`config.mk`:
```
export PLATFORM = sky130hd
export DESIGN_NAME = uart_transmitter
export DESIGN_NICKNAME = d
export VERILOG_FILES = /design/src/rtl/uart_pkg.sv /design/src/rtl/uart_tx_fifo.sv /design/src/rtl/uart_transmitter.sv
export SDC_FILE = /design/constraint.sdc
export NUM_CORES = 1
export LEC_CHECK = 0
export ABC_AREA = 1
export BUFFER_PORTS_ARGS = -buffer_cell sky130_fd_sc_hd__buf_2
export CAP_MARGIN = 20
export CORE_UTILIZATION = 50
export DETAILED_ROUTE_END_ITERATION = 6
export GPL_ROUTABILITY_DRIVEN = 0
export GPL_TIMING_DRIVEN = 0
export PLACE_DENSITY = 0.67
export SYNTH_ARGS = -nofsm -noshare
export SYNTH_HDL_FRONTEND = slang
export SYNTH_SLANG_ARGS = --single-unit
```
`constraint.sdc`:
```
create_clock -name clk -period 2.2 [get_ports clk]
set_input_delay 0.55 -clock clk [delete_from_list [all_inputs] [get_ports clk]]
set_output_delay 0.55 -clock clk [all_outputs]
set_load 0.005 [all_outputs]
```
`src/rtl/uart_pkg.sv`:
```
// Shared UART definitions: serialiser states, oversampling ratio and the
// default frame width used by the transmit path.
package uart_pkg;

    localparam int OVERSAMPLE        = 16;
    localparam int DEFAULT_DATA_BITS = 8;

    typedef enum logic [1:0] {
        IDLE  = 2'd0,
        START = 2'd1,
        DATA  = 2'd2,
        STOP  = 2'd3
    } tx_state_e;

endpackage

```
`src/rtl/uart_tx_fifo.sv`:
```
// Small byte FIFO in front of the UART serialiser. Full/empty come from the
// registered occupancy count, so a push while full is always dropped even if
// a pop happens in the same cycle.
module uart_tx_fifo #(
    parameter int WIDTH = 8,
    parameter int DEPTH = 4
) (
    input  logic                   clk,
    input  logic                   reset,
    input  logic                   push_i,
    input  logic                   pop_i,
    input  logic [WIDTH-1:0]       din_i,
    output logic [WIDTH-1:0]       dout_o,
    output logic                   full_o,
    output logic                   empty_o,
    output logic [$clog2(DEPTH):0] count_o
);

    localparam int PTR_W = $clog2(DEPTH);
    localparam int CNT_W = PTR_W + 1;
    localparam logic [CNT_W-1:0] FULL_COUNT = CNT_W'(DEPTH);

    logic [WIDTH-1:0] mem_q [DEPTH];
    logic [PTR_W-1:0] wr_ptr_q, wr_ptr_d;
    logic [PTR_W-1:0] rd_ptr_q, rd_ptr_d;
    logic [CNT_W-1:0] count_q, count_d;
    logic             push_ok_s;
    logic             pop_ok_s;

    assign full_o    = (count_q == FULL_COUNT);
    assign empty_o   = (count_q == {CNT_W{1'b0}});
    assign count_o   = count_q;
    assign dout_o    = mem_q[rd_ptr_q];
    assign push_ok_s = push_i && !full_o;
    assign pop_ok_s  = pop_i && !empty_o;

    // Next pointer and occupancy values; pointers wrap naturally at DEPTH.
    always_comb begin
        wr_ptr_d = wr_ptr_q;
        rd_ptr_d = rd_ptr_q;
        count_d  = count_q;
        if (push_ok_s) begin
            wr_ptr_d = wr_ptr_q + PTR_W'(1);
        end else begin
            wr_ptr_d = wr_ptr_q;
        end
        if (pop_ok_s) begin
            rd_ptr_d = rd_ptr_q + PTR_W'(1);
        end else begin
            rd_ptr_d = rd_ptr_q;
        end
        case ({push_ok_s, pop_ok_s})
            2'b10:   count_d = count_q + CNT_W'(1);
            2'b01:   count_d = count_q - CNT_W'(1);
            default: count_d = count_q;
        endcase
    end

    // Pointer and count registers, cleared by the synchronous reset.
    always_ff @(posedge clk) begin
        if (reset) begin
            wr_ptr_q <= {PTR_W{1'b0}};
            rd_ptr_q <= {PTR_W{1'b0}};
            count_q  <= {CNT_W{1'b0}};
        end else begin
            wr_ptr_q <= wr_ptr_d;
            rd_ptr_q <= rd_ptr_d;
            count_q  <= count_d;
        end
    end

    // Storage array; contents are don't-care until written, so no reset.
    always_ff @(posedge clk) begin
        if (push_ok_s) begin
            mem_q[wr_ptr_q] <= din_i;
        end
    end

endmodule

```
`src/rtl/uart_transmitter.sv`:
```
// UART transmit path: byte FIFO feeding an 8N1 serialiser driven by the
// shared 16x-baud tick. The line output and status flags are registered.
module uart_transmitter
    import uart_pkg::*;
#(
    parameter int DATA_BITS  = DEFAULT_DATA_BITS,
    parameter int STOP_TICKS = 16,
    parameter int FIFO_DEPTH = 4
) (
    input  logic                 clk,
    input  logic                 reset,
    input  logic                 tick,
    input  logic [DATA_BITS-1:0] din,
    input  logic                 wr,
    output logic                 full,
    output logic                 busy,
    output logic                 tx,
    output logic                 tx_done
);

    localparam int BIT_W = $clog2(DATA_BITS) + 1;
    localparam int CNT_W = $clog2(FIFO_DEPTH) + 1;
    localparam logic [4:0]       LAST_TICK = 5'(OVERSAMPLE - 1);
    localparam logic [4:0]       STOP_LAST = 5'(STOP_TICKS - 1);
    localparam logic [BIT_W-1:0] LAST_BIT  = BIT_W'(DATA_BITS - 1);

    tx_state_e            state_q, state_d;
    logic [4:0]           tick_cnt_q, tick_cnt_d;
    logic [BIT_W-1:0]     bit_cnt_q, bit_cnt_d;
    logic [DATA_BITS-1:0] shift_q, shift_d;
    logic                 tx_q, tx_d;
    logic                 tx_done_q, tx_done_d;
    logic                 busy_q, busy_d;
    logic                 fifo_pop_s;
    logic                 fifo_empty_s;
    logic [DATA_BITS-1:0] fifo_dout_s;
    logic [CNT_W-1:0]     fifo_count_s;

    uart_tx_fifo #(
        .WIDTH (DATA_BITS),
        .DEPTH (FIFO_DEPTH)
    ) u_fifo (
        .clk     (clk),
        .reset   (reset),
        .push_i  (wr),
        .pop_i   (fifo_pop_s),
        .din_i   (din),
        .dout_o  (fifo_dout_s),
        .full_o  (full),
        .empty_o (fifo_empty_s),
        .count_o (fifo_count_s)
    );

    assign tx      = tx_q;
    assign tx_done = tx_done_q;
    assign busy    = busy_q;

    // Serialiser next-state logic; counters only advance on tick.
    always_comb begin
        state_d    = state_q;
        tick_cnt_d = tick_cnt_q;
        bit_cnt_d  = bit_cnt_q;
        shift_d    = shift_q;
        tx_d       = tx_q;
        tx_done_d  = 1'b0;
        fifo_pop_s = 1'b0;
        case (state_q)
            IDLE: begin
                if (!fifo_empty_s) begin
                    fifo_pop_s = 1'b1;
                    shift_d    = fifo_dout_s;
                    tx_d       = 1'b0;
                    tick_cnt_d = 5'd0;
                    bit_cnt_d  = {BIT_W{1'b0}};
                    state_d    = START;
                end else begin
                    tx_d = 1'b1;
                end
            end
            START: begin
                if (tick) begin
                    if (tick_cnt_q == LAST_TICK) begin
                        tick_cnt_d = 5'd0;
                        tx_d       = shift_q[0];
                        state_d    = DATA;
                    end else begin
                        tick_cnt_d = tick_cnt_q + 5'd1;
                    end
                end else begin
                    tick_cnt_d = tick_cnt_q;
                end
            end
            DATA: begin
                if (tick) begin
                    if (tick_cnt_q == LAST_TICK) begin
                        tick_cnt_d = 5'd0;
                        shift_d    = shift_q >> 1;
                        bit_cnt_d  = bit_cnt_q + BIT_W'(1);
                        if (bit_cnt_q == LAST_BIT) begin
                            tx_d    = 1'b1;
                            state_d = STOP;
                        end else begin
                            tx_d = shift_q[1];
                        end
                    end else begin
                        tick_cnt_d = tick_cnt_q + 5'd1;
                    end
                end else begin
                    tick_cnt_d = tick_cnt_q;
                end
            end
            STOP: begin
                if (tick) begin
                    if (tick_cnt_q == STOP_LAST) begin
                        tick_cnt_d = 5'd0;
                        tx_done_d  = 1'b1;
                        state_d    = IDLE;
                    end else begin
                        tick_cnt_d = tick_cnt_q + 5'd1;
                    end
                end else begin
                    tick_cnt_d = tick_cnt_q;
                end
            end
            default: begin
                state_d = IDLE;
                tx_d    = 1'b1;
            end
        endcase
    end

    // Busy covers an accepted write, queued bytes and a frame on the line,
    // registered so it drops the cycle after the final tx_done.
    always_comb begin
        busy_d = (state_q != IDLE) || (fifo_count_s != {CNT_W{1'b0}}) || (wr && !full);
    end

    // Serialiser registers; the line returns high on reset.
    always_ff @(posedge clk) begin
        if (reset) begin
            state_q    <= IDLE;
            tick_cnt_q <= 5'd0;
            bit_cnt_q  <= {BIT_W{1'b0}};
            shift_q    <= {DATA_BITS{1'b0}};
            tx_q       <= 1'b1;
            tx_done_q  <= 1'b0;
            busy_q     <= 1'b0;
        end else begin
            state_q    <= state_d;
            tick_cnt_q <= tick_cnt_d;
            bit_cnt_q  <= bit_cnt_d;
            shift_q    <= shift_d;
            tx_q       <= tx_d;
            tx_done_q  <= tx_done_d;
            busy_q     <= busy_d;
        end
    end

endmodule

```
# Word level (Yosys, flattened, before mapping)
# Memory sizes are Yosys's and may differ from the RTL's. A register that Yosys moved wholly into a read port is not among the register bits.
# Cells that the tools add are included.
[classes]
n_addsub = 6
multipliers = 0
div = 0
magnitude_cmp = 0
n_eq_ne = 17
shifts = 0
n_mux = 36
bitwise_logic = 2
reduce_logical = 19
[op_table]
columns = ["op", "count"]
rows = [
  ["two-way mux 8 bit", 3],
  ["two-way mux 2 bit", 10],
  ["inequality test 2 bit, second input constant", 8],
  ["case mux 8 bit (2 select lines)", 1],
  ["two-way mux 5 bit", 3],
  ["two-way mux 4 bit", 3],
  ["two-way mux 1 bit", 11],
  ["case mux 5 bit (2 select lines)", 1],
  ["case mux 2 bit (4 select lines)", 1],
  ["case mux 4 bit (2 select lines)", 1],
  ["AND reduction 8 bit", 1],
  ["equality test 2 bit, second input constant", 3],
  ["case mux 3 bit (2 select lines)", 1],
  ["nonzero test 2 bit", 3],
  ["nonzero test 3 bit", 2],
  ["OR reduction 3 bit", 2],
  ["adder 5 x 1 -> 5 bit, second input constant", 1],
  ["equality test 5 x 4 -> 1 bit, second input constant", 1],
  ["AND reduction 5 bit", 1],
  ["adder 2 x 1 -> 2 bit, second input constant", 2],
  ["adder 4 x 1 -> 4 bit, second input constant", 1],
  ["equality test 2 x 1 -> 1 bit, second input constant", 2],
  ["equality test 4 x 3 -> 1 bit, second input constant", 1],
  ["AND reduction 4 bit", 1],
  ["12 further kinds", 16],
]
[word_totals]
reg_bits = 29
latchBits = 0
mem_bits_rw = 32
rom_bits = 0
in_bits = 12
out_inout_bits = 4
elab_cells = 91
memories = 1
[memory_table]
columns = ["memory", "depth", "width", "read_ports", "rd_ports_with_merged_regs", "write_ports", "line", "rtl"]
rows = [
  ["u_fifo.mem_q", 4, 8, 1, 1, 1, "uart_tx_fifo.sv:23", "logic [WIDTH-1:0] mem_q [DEPTH];"],
]

# Longest topological paths before layout
# Gate-level depths: netlist of the first run.
[depth]
ltp_word = 6
mapped_depth = 11
mapped_depth_nobuf = 11

# Cells and area by module
# From an unflattened synthesis of the first run, not the netlist that was laid out.
[unflattened]
hier_cells = 331
hier_area_um2 = 2906.5
[modules_own_cells]
columns = ["module", "n_inst", "cells_each", "area_per_inst_um2", "seq_area_each_um2"]
rows = [
  ["uart_tx_fifo", 1, 146, 1691.6, 1141.1],
  ["uart_transmitter", 1, 185, 1214.9, 440.4],
]

# Least setup slack after synthesis of the first run
# OpenSTA, ideal clock, no wires.
[synth_timing]
path_kind = "register to register"
startpoint = "register state_q[0]"
endpoint = "register u_fifo.count_q[2] (netlist: u_fifo.count_o[2])"
setup_time_ns = 0.122
t_arrival_ns = 1.901
required_time_ns = 2.078
path_slack_ns = 0.177
stages_incl_launch_ff = 12
path_cell_list = "dfxtp_1 inv_1 ha_1 inv_1 nor2_1 ha_1 inv_1 fa_1 a21oi_1 o21ai_0 o21ai_0 a21oi_1"
[synth_between]
elab_chain_cells = 5
[synth_rtl]
columns = ["element", "line", "rtl"]
rows = [
  ["start, declared", "uart_transmitter.sv:27", "tx_state_e state_q, state_d;"],
  ["start signal, assigned", "uart_transmitter.sv:149", "state_q <= state_d;"],
  ["zero test 2 bit *", "uart_transmitter.sv:67", "case (state_q)"],
  ["two-way mux 1 bit *", "uart_transmitter.sv:67", ""],
  ["logical AND 1 bit *", "uart_tx_fifo.sv:35", "assign pop_ok_s = pop_i && !empty_o;"],
  ["via u_fifo.pop_ok_s", "uart_tx_fifo.sv:28", "logic pop_ok_s;"],
  ["equality test 2 x 1 -> 1 bit / equality test 2 bit (equally long branches)", "uart_tx_fifo.sv:52", "case ({push_ok_s, pop_ok_s})"],
  ["case mux 3 bit (2 select lines) / nonzero test 2 bit (equally long branches)", "-", ""],
  ["end signal, assigned", "uart_tx_fifo.sv:64", "count_q <= {CNT_W{1'b0}};"],
  ["end signal, assigned", "uart_tx_fifo.sv:68", "count_q <= count_d;"],
  ["end, declared", "uart_tx_fifo.sv:26", "logic [CNT_W-1:0] count_q, count_d;"],
]
# Mark *: on every way through the listed nets, which the timed path passes. The rest lies on a longest branch.
# A chain may end at the register's enable or synchronous reset.

# Worst setup path in the final report of the first run
# Ends and elaborated chain as after synthesis.

==> results by group, run 1 <==
Logic synthesis
  • Mapped Nets: 364
  • Ys Warns: 0
  • Post-Syn Instances: 339
  • Most used DFF post-synth: edfxtp_1
  • #FFs+latches synth: 63
  • Fraction of registers with async set/reset: 0%
  • Largest cells by area after synthesis: edfxtp_1, dfxtp_1, nand2_1
  • EDFF count, synth: 32
  • Cell Area, Synth: 2910 sq um
  • Mean area per synthesized cell: 8.57 sq um
  • Unique masters post-synth: 27
  • Yosys top cell by area: edfxtp_1
  • Sequential element share of the synthesized area: 54.4%
  • Share of the synthesized area in the top cell type: 33.1%

Timing
  • Crit share post-route: 89.3%
  • Fmax: 509 MHz
  • Rel. slew slack: 42.0%
  • Min Tclk post-route: 1.97 ns
  • Final setup fails: 0
  • Setup ws final: 0.235 ns
  • Count of pins over their slew limit: 0
  • RSZ-0062 raised after global routing: false
  • Fin. Hold Viols: 0
  • Setup TNS: 0 ns
  • Worst-Margin Slew: 0.867 ns
  • Clock skew after layout: 0.00965 ns
  • Hold Slack: 0.431 ns

Detailed routing
  • DRC violations left: 0
  • DR vias/cell: 4.97
  • Detailed Route WL: 5.72 mm
  • Drt initial violations: 122
  • Detailed Routing Iterations Pass 1: 5
  • Via count: 2196
  • Avg WL per Cell: 12.9 um
  • DRT antenna net count: 0

Floorplanning
  • Starting Density: 52.4%
  • Area of the die: 6120 sq um
  • Die height: 78.2 um
  • Die W: 78.2 um
  • Io pins: 16
  • Core area: 5540 sq um
  • Std cell rows: 27

Worst setup path
  • Slowest CP cell: fa_1
  • Worst R2R Start: state_q[0]
  • Kind of start point of the critical path: flop
  • Critical path class: flop to flop
  • Setup crit end kind: flop
  • CP arrival: 2.18 ns
  • Reg2Reg Depth: 11
  • R2R Path End: u_fifo.count_o[2]
  • CP Cell Sequence: inv_2 -> ha_4 -> inv_1 -> nor2_4 -> ha_1 -> inv_1 -> fa_1 -> a21oi_1 -> o21ai_0 -> o21ai_1 -> a21oi_1
  • Worst path depth: 11
  • CP max FO: 4
  • Reg-to-reg slack, setup: 0.23 ns
  • Buffers plus inverters on the worst setup path: 3
  • Max incr delay on CP: 0.38 ns
  • Critical path required time: 2.41 ns
  • Worst path top cell family by delay: adder cells

Clock tree
  • CTS tree: built
  • Insertion delay to the later sink of the worst-skew pair: 0.33 ns
  • Clock buffer depth: 2
  • Num CTS Buffers: 9
  • Clock Sink Count: 63
  • Clk Tree Root Cell: clkbuf_8
  • CTS H-Tree Depth: 3
  • Clk slew on worst S/H paths: 0.07 ns

Layout
  • Final #Nets: 390
  • Ratio of cells with drive above 1 in the final layout: 14.6%
  • Layout Utilization: 60.1%
  • Post-route insts no fill: 442
  • Final Cell Area: 3330 sq um
  • ANT cells: 0
  • Commonest non-fill, non-tap cell in the layout: nand2_1
  • Area grow syn2layout: 14.7%
  • Most frequent cells in the layout: nand2_1, nor2_1, inv_1

Pwr
  • Total power: 4.61 mW
  • Worst-case vdd ir drop: 848 uV
  • Leakage: 1.41 nW
  • Pwr/cell area: 1380 nW/um^2

Placed design
  • Detailed Place HPWL: 3.72 mm
  • Port bufs: 14
  • Area after DPL: 3070 sq um
  • Setup WS pre-CTS: -0.101 ns
  • Placed Instances: 425

Job
  • Max-Cap Viols: 0

Global route
  • Vias in the first global route: 2033
  • Tot GR Track Use: 20.3%
  • Global-route wire length before repair: 9.45 mm
  • GRT overflow: 0
  • Largest net degree at the start of global routing: 12
  • Initial antenna violation count: 0

Hold path
  • Hold Crit Class: input port to flop
  • Hold Path Stages: 1
  • Worst hold start: din[1]
  • Hold endpoint: u_fifo.mem_q[2][1]

Outcome
  • Status: completed
[registers in the layout, indices dropped and copies added, names as in the netlist, named ones only]
signal and flops:
tick_cnt_q 5, u_fifo.count_o 3, state_q 2, u_fifo.rd_ptr_q 2, shift_q 8, u_fifo.wr_ptr_q 2, bit_cnt_q 4, tx 1
tx_done 1, u_fifo.mem_q 32, busy 1
[timing repair]
action,4_1_cts,5_1_grt
buffers inserted,0,1
pin swaps,0,1
hold buffers,0,0
endpoints found under the setup margin,1,1
gates cloned,0,0
gates resized for setup,3,5
[worst register-to-register path, delay by kind of cell, from the launching register on]
family          cells  cell delay [ns]
simple gates        1             0.11
buf+inv             3             0.25
fa+ha+maj           3             0.70
compound gates      4             0.44
flops               1             0.34
[synthesized netlist by cell type (2+ instances only)]
master    number
buf_2          5
inv_2          2
nand3_1       14
o21ai_0       27
ha_1          12
nand4_1        2
o22ai_1        2
a21oi_1       17
or2_2          2
nor2_1        67
a21oi_2        3
clkbuf_1       3
inv_1         37
dfxtp_1       31
nand2_1       72
edfxtp_1      32
[layout make-up]
| cell class | count | area (sq um) |
|---|---|---|
| clock inverters | 6 | 109 |
| flip-flops and latches | 63 | 1580 |
| multi-input cells | 227 | 1140 |
| fillers | 515 | 2210 |
| plain buffers | 10 | 55.1 |
| clock buffers | 10 | 128 |
| well taps | 72 | 90.1 |
| inverters | 39 | 146 |
| repair buffers | 15 | 77.6 |
[logic make-up (layout without fill, tap and decap cells)]
group	after synthesis	in the layout	share of synthesized area, %
fa+ha+maj	13	13	5.86
xor+xnor	1	1	0.302
flops	63	63	54.4
compound gates	50	50	9.22
simple gates	163	163	23.3
buf+inv	49	80	6.93
[power breakdown]
part / internal, mW / switching, mW / total (mW)
clock: 0.751 / 0.450 / 1.20
sequential: 1.47 / 0.112 / 1.58
combinational: 0.653 / 1.17 / 1.83
total: 2.87 / 1.74 / 4.61
[how the worst max path moves through the flow]
stage	from	slack, ns	endpoint
after floorplan	state_q[0]	0.18	u_fifo.count_o[2]
after global placement	state_q[1]	-0.07	u_fifo.count_o[2]
after detailed placement	state_q[0]	-0.10	u_fifo.count_o[2]
after CTS	state_q[0]	0.03	u_fifo.count_o[2]
after global routing	state_q[0]	0.04	u_fifo.count_o[2]
final	state_q[0]	0.23	u_fifo.count_o[2]
[routing by layer]
| layer | up-vias | GRT usage (%) | wire, um |
|---|---|---|---|
| li1 | 1140 | - | - |
| met1 | 1004 | 28.4 | 2760 |
| met2 | 43 | 30.9 | 2610 |
| met3 | 9 | 3.49 | 249 |
| met4 | 0 | 8.89 | 93 |
| met5 | - | 0 | 0 |
No activity file was read; power rests on OpenSTA's default activity.
==> run 2, diff against run 1 <==
--- a/config.mk
+++ b/config.mk
@@ -12,6 +12,7 @@
 export DETAILED_ROUTE_END_ITERATION = 6
 export GPL_ROUTABILITY_DRIVEN = 0
 export GPL_TIMING_DRIVEN = 0
+export MAX_ROUTING_LAYER = met4
 export PLACE_DENSITY = 0.67
 export SYNTH_ARGS = -nofsm -noshare
 export SYNTH_HDL_FRONTEND = slang
==> run 2 against run 1 <==
  * Total power is essentially flat
  * Critical endpoint unchanged
  * Clock power barely moved
  * Sequential share of layout area is the same
  * Sequential cell count unchanged
  * Clock skew is essentially flat
  * First-iteration DRC count up 4.9%
  * Via count decreased by 0.50%
  * Largest power group unchanged
  * Cell count did not move
  * Fmax rose by 0.15%
  * Worst setup slack improved by 0.0028 ns
==> results by group, run 2 (synthesized netlist as in run 1, its figures left out) <==
Global route
  • Largest net degree at the start of global routing: 12
  • Initial antenna violation count: 0
  • Global-route wire length before repair: 9.45 mm
  • Tot GR Track Use: 20.9%
  • Vias in the first global route: 2032
  • GRT overflow: 0

Timing
  • Worst-Margin Slew: 0.872 ns
  • Rel. slew slack: 41.7%
  • Setup TNS: 0 ns
  • Crit share post-route: 89.2%
  • Setup ws final: 0.237 ns
  • Final setup fails: 0
  • Fin. Hold Viols: 0
  • RSZ-0062 raised after global routing: false
  • Clock skew after layout: 0.00967 ns
  • Count of pins over their slew limit: 0
  • Min Tclk post-route: 1.96 ns
  • Fmax: 510 MHz

Worst setup path
  • Critical path required time: 2.41 ns
  • Kind of start point of the critical path: flop
  • CP max FO: 4
  • Setup crit end kind: flop
  • CP arrival: 2.17 ns
  • Critical path class: flop to flop
  • Reg2Reg Depth: 11

Job
  • Max-Cap Viols: 0

Layout
  • ANT cells: 0
  • Post-route insts no fill: 442
  • Top Registers: u_fifo.mem_q (32), shift_q (8), tick_cnt_q (5)
  • Commonest non-fill, non-tap cell in the layout: nand2_1
  • Final Cell Area: 3330 sq um
  • Most frequent cells in the layout: nand2_1, nor2_1, inv_1
  • Number of flip-flops in the largest register: 32
  • Final #Nets: 390
  • Layout Utilization: 60.1%
  • Ratio of cells with drive above 1 in the final layout: 14.6%
  • Biggest register: u_fifo.mem_q
  • Area grow syn2layout: 14.7%

Floorplanning
  • Core area: 5540 sq um
  • Area of the die: 6120 sq um
  • Std cell rows: 27
  • Die height: 78.2 um
  • Die W: 78.2 um
  • Io pins: 16
  • Starting Density: 52.4%

Clock tree
  • CTS Hold Bufs: 0
  • Clk slew on worst S/H paths: 0.07 ns
  • CTS H-Tree Depth: 3
  • Clock buffer depth: 2
  • Clock Sink Count: 63
  • Num CTS Buffers: 9
  • Insertion delay to the later sink of the worst-skew pair: 0.33 ns
  • CTS tree: built
  • Clk Tree Root Cell: clkbuf_8

Placed design
  • Placed Instances: 425
  • Setup WS pre-CTS: -0.101 ns
  • Detailed Place HPWL: 3.72 mm
  • Area after DPL: 3070 sq um
  • Port bufs: 14

Pwr
  • Worst-case vdd ir drop: 847 uV
  • Pwr/cell area: 1380 nW/um^2
  • Leakage: 1.41 nW

Detailed routing
  • Via count: 2185
  • Avg WL per Cell: 12.9 um
  • DRT antenna net count: 0
  • DR vias/cell: 4.94
  • Detailed Route WL: 5.71 mm
  • Drt initial violations: 128
  • DRC violations left: 0
  • Detailed Routing Iterations Pass 1: 4

Hold path
  • Hold Path Stages: 1
  • Hold Crit Class: input port to flop

Outcome
  • Status: completed
[run 2: cell counts in the layout (fill, tap and decap cells not counted)]
No cell type changed its count.
[run 2: worst paths after layout]
kind / startpoint / end / slack (ns)
worst min-delay path: din[1] / u_fifo.mem_q[2][1] / 0.43
worst min register to register: tx / tx / 0.46
worst max register to register: state_q[0] / u_fifo.count_o[2] / 0.24
worst max-delay path: state_q[0] / u_fifo.count_o[2] / 0.24
[run 2: layout make-up]
class / instances / area (sq um)
Fill cell: 515 / 2210
Sequential cell: 63 / 1580
Multi-Input combinational cell: 227 / 1140
Inverter: 39 / 146
Clock buffer: 10 / 128
Clock inverter: 6 / 109
Tap cell: 72 / 90.1
Timing Repair Buffer: 15 / 77.6
Buffer: 10 / 55.1
[run 2: timing repair]
item / in CTS / in global routing
cloned: 0 / 0
pin swaps: 0 / 1
buffers inserted: 0 / 1
endpoints found under the setup margin: 1 / 1
resized for setup: 3 / 5
[run 2: per-layer routing]
layer | global-route usage, % | part of all wire (%)
met1 | 28.4 | 49
met2 | 30.9 | 46
met4 | 8.89 | 1.7
met5 | - | 0
met3 | 3.49 | 4.3
[run 2: metrics by stage]
stage | power [mW] | hold slack [ns]
after global placement | 3.31 | 0.440
final | 4.61 | 0.433
after detailed placement | 3.35 | 0.444
after CTS | 4.58 | 0.425
after floorplan | 2.95 | 0.436
after global routing | 4.99 | 0.419
[run 2: report_power, final]
group,internal (mW),switching [mW],total (mW)
Sequential,1.47,0.112,1.58
Clock,0.751,0.450,1.20
Combinational,0.653,1.18,1.83
Total,2.87,1.74,4.61
[run 2: critical path, cell delays in order, from the launching register on]
cell and delay, ns:
dfxtp_1 0.34, inv_2 0.11, ha_4 0.17, inv_1 0.08, nor2_4 0.11, ha_1 0.15
inv_1 0.06, fa_1 0.38, a21oi_1 0.14, o21ai_0 0.12, o21ai_1 0.13, a21oi_1 0.05
==> run 3, diff against run 2 <==
--- a/config.mk
+++ b/config.mk
@@ -13,7 +13,7 @@
 export GPL_ROUTABILITY_DRIVEN = 0
 export GPL_TIMING_DRIVEN = 0
 export MAX_ROUTING_LAYER = met4
-export PLACE_DENSITY = 0.67
+export PLACE_DENSITY = 0.68
 export SYNTH_ARGS = -nofsm -noshare
 export SYNTH_HDL_FRONTEND = slang
 export SYNTH_SLANG_ARGS = --single-unit
==> run 3 against run 2 <==
  * Design area is 0.98% lower
  * Sequential share of layout area is 0.47 points higher
  * Critical path depth stayed put
  * First-iteration DRC count stayed put
  * Cell count stayed put
  * Clock skew is 0.0032 ns lower
  * Wire length is 4.0% lower
  * Critical path type unchanged
  * Largest power group unchanged
==> results by group, run 3 (synthesized netlist as in run 1, its figures left out) <==
Outcome
  • Status: completed

Timing
  • Min Tclk post-route: 1.98 ns
  • Clock skew after layout: 0.00645 ns
  • RSZ-0062 raised after global routing: false
  • Fmax: 506 MHz
  • Final setup fails: 0
  • Count of pins over their slew limit: 0
  • Worst-Margin Slew: 0.819 ns
  • Crit share post-route: 89.8%
  • Setup ws final: 0.224 ns
  • Rel. slew slack: 45.2%
  • Fin. Hold Viols: 0

Detailed routing
  • Detailed Route WL: 5.48 mm
  • Avg WL per Cell: 12.4 um
  • Detailed Routing Iterations Pass 1: 4
  • Via count: 2203
  • DRC violations left: 0
  • DR vias/cell: 4.98
  • Drt initial violations: 128
  • DRT antenna net count: 0

Layout
  • Post-route insts no fill: 442
  • Commonest non-fill, non-tap cell in the layout: nand2_1
  • Most frequent cells in the layout: nand2_1, nor2_1, inv_1
  • Biggest register: u_fifo.mem_q
  • Area grow syn2layout: 13.6%
  • Final #Nets: 390
  • ANT cells: 0
  • Number of flip-flops in the largest register: 32
  • Top Registers: u_fifo.mem_q (32), shift_q (8), tick_cnt_q (5)
  • Ratio of cells with drive above 1 in the final layout: 14.9%

Pwr
  • Combinational share of power: 41.0%
  • P_sw: 1.77 mW
  • Pwr/cell area: 1340 nW/um^2
  • Leakage: 1.39 nW
  • P_int: 2.65 mW
  • Worst-case vdd ir drop: 659 uV
  • Flop pwr share: 35.8%
  • Clk pwr share: 23.2%
  • Sw Ratio: 40.0%

Floorplanning
  • Std cell rows: 27
  • Starting Density: 52.4%
  • Die W: 78.2 um
  • Io pins: 16
  • Die height: 78.2 um
  • Core area: 5540 sq um
  • Area of the die: 6120 sq um

Clock tree
  • CTS tree: built
  • Clock buffer depth: 2
  • Clock Sink Count: 63
  • Num CTS Buffers: 9
  • CTS H-Tree Depth: 3
  • Clk slew on worst S/H paths: 0.08 ns
  • CTS Hold Bufs: 0
  • Clk Tree Root Cell: clkbuf_8
  • Insertion delay to the later sink of the worst-skew pair: 0.35 ns

Placed design
  • Detailed Place HPWL: 3.78 mm
  • Placed Instances: 425
  • Port bufs: 14
  • Setup WS pre-CTS: -0.101 ns

Worst setup path
  • CP arrival: 2.21 ns
  • Critical path required time: 2.44 ns
  • Critical path class: flop to flop
  • CP max FO: 4
  • Kind of start point of the critical path: flop
  • Reg-to-reg slack, setup: 0.22 ns
  • Setup crit end kind: flop

Global route
  • Vias in the first global route: 2118
  • GRT overflow: 0
  • Largest net degree at the start of global routing: 14
  • Initial antenna violation count: 0
  • Global-route wire length before repair: 9.46 mm
  • Tot GR Track Use: 21.2%

Hold path
  • Hold Crit Class: input port to flop

Job
  • Max-Cap Viols: 0
run 3: changes by cell type in the layout (fill, tap and decap cells not counted):
cell / delta
bufinv_16: -2
clkinv_2: -2
clkinvlp_4: +2
inv_6: +2
clkbuf_1: -1
clkinv_4: +1
run 3: area by class of cell:
class | count | area (sq um)
sequential | 63 | 1580
multi-input combinational | 227 | 1140
clock buffer | 9 | 124
inverter | 39 | 146
timing repair buffer | 15 | 77.6
fill | 485 | 2240
tap | 72 | 90.1
clock inverter | 7 | 80.1
buffer | 10 | 55.1
run 3: critical path, stage by stage (launching register included):
cell and delay (ns):
dfxtp_1 0.35, inv_2 0.11, ha_4 0.17, inv_1 0.09, nor2_4 0.12, ha_1 0.15
inv_1 0.06, fa_1 0.37, a21oi_1 0.14, o21ai_0 0.11, o21ai_1 0.13, a21oi_1 0.05
run 3: power groups by stage:
| stage | Clock [mW] | Combinational [mW] | Sequential [mW] |
|---|---|---|---|
| floorplan | 0 | 1.37 | 1.58 |
| global placement | 0 | 1.71 | 1.60 |
| detailed placement | 0 | 1.74 | 1.60 |
| CTS | 1.05 | 1.76 | 1.58 |
| global route | 1.09 | 2.09 | 1.61 |
| finish | 1.03 | 1.81 | 1.58 |
run 3: worst paths after layout:
check / start / to / cells after the start
setup reg to reg: state_q[0] / u_fifo.count_o[2] / 11
hold / removal: din[0] / u_fifo.mem_q[1][0] / 1
setup / recovery: state_q[0] / u_fifo.count_o[2] / 11
hold reg to reg: tx / tx / 2
run 3: timing repair:
item,4_1_cts,5_1_grt
pin swaps,0,1
resized for setup,2,6
setup buffers,0,1
endpoints found under the setup margin,1,1
run 3: metal layers:
layer | up-vias | track usage, % | routed length (um)
li1 | 1144 | - | -
met1 | 998 | 25.5 | 2580
met2 | 50 | 32.5 | 2520
met3 | 11 | 7.09 | 287
met4 | 0 | 8.89 | 98
met5 | - | - | 0
run 3: metrics by stage:
stage | TNS, ns | util (%) | hold WS, ns | instance area [sq um] | total power [mW]
2_1_floorplan | 0 | - | 0.436 | 2910 | 2.95
3_3_place_gp | -0.0605 | 55.3 | 0.442 | 3070 | 3.31
3_5_place_dp | -0.101 | 55.3 | 0.451 | 3070 | 3.34
4_1_cts | 0 | 59.1 | 0.398 | 3270 | 4.39
5_1_grt | 0 | 59.6 | 0.394 | 3300 | 4.80
6_report | 0 | 59.6 | 0.415 | 3300 | 4.42
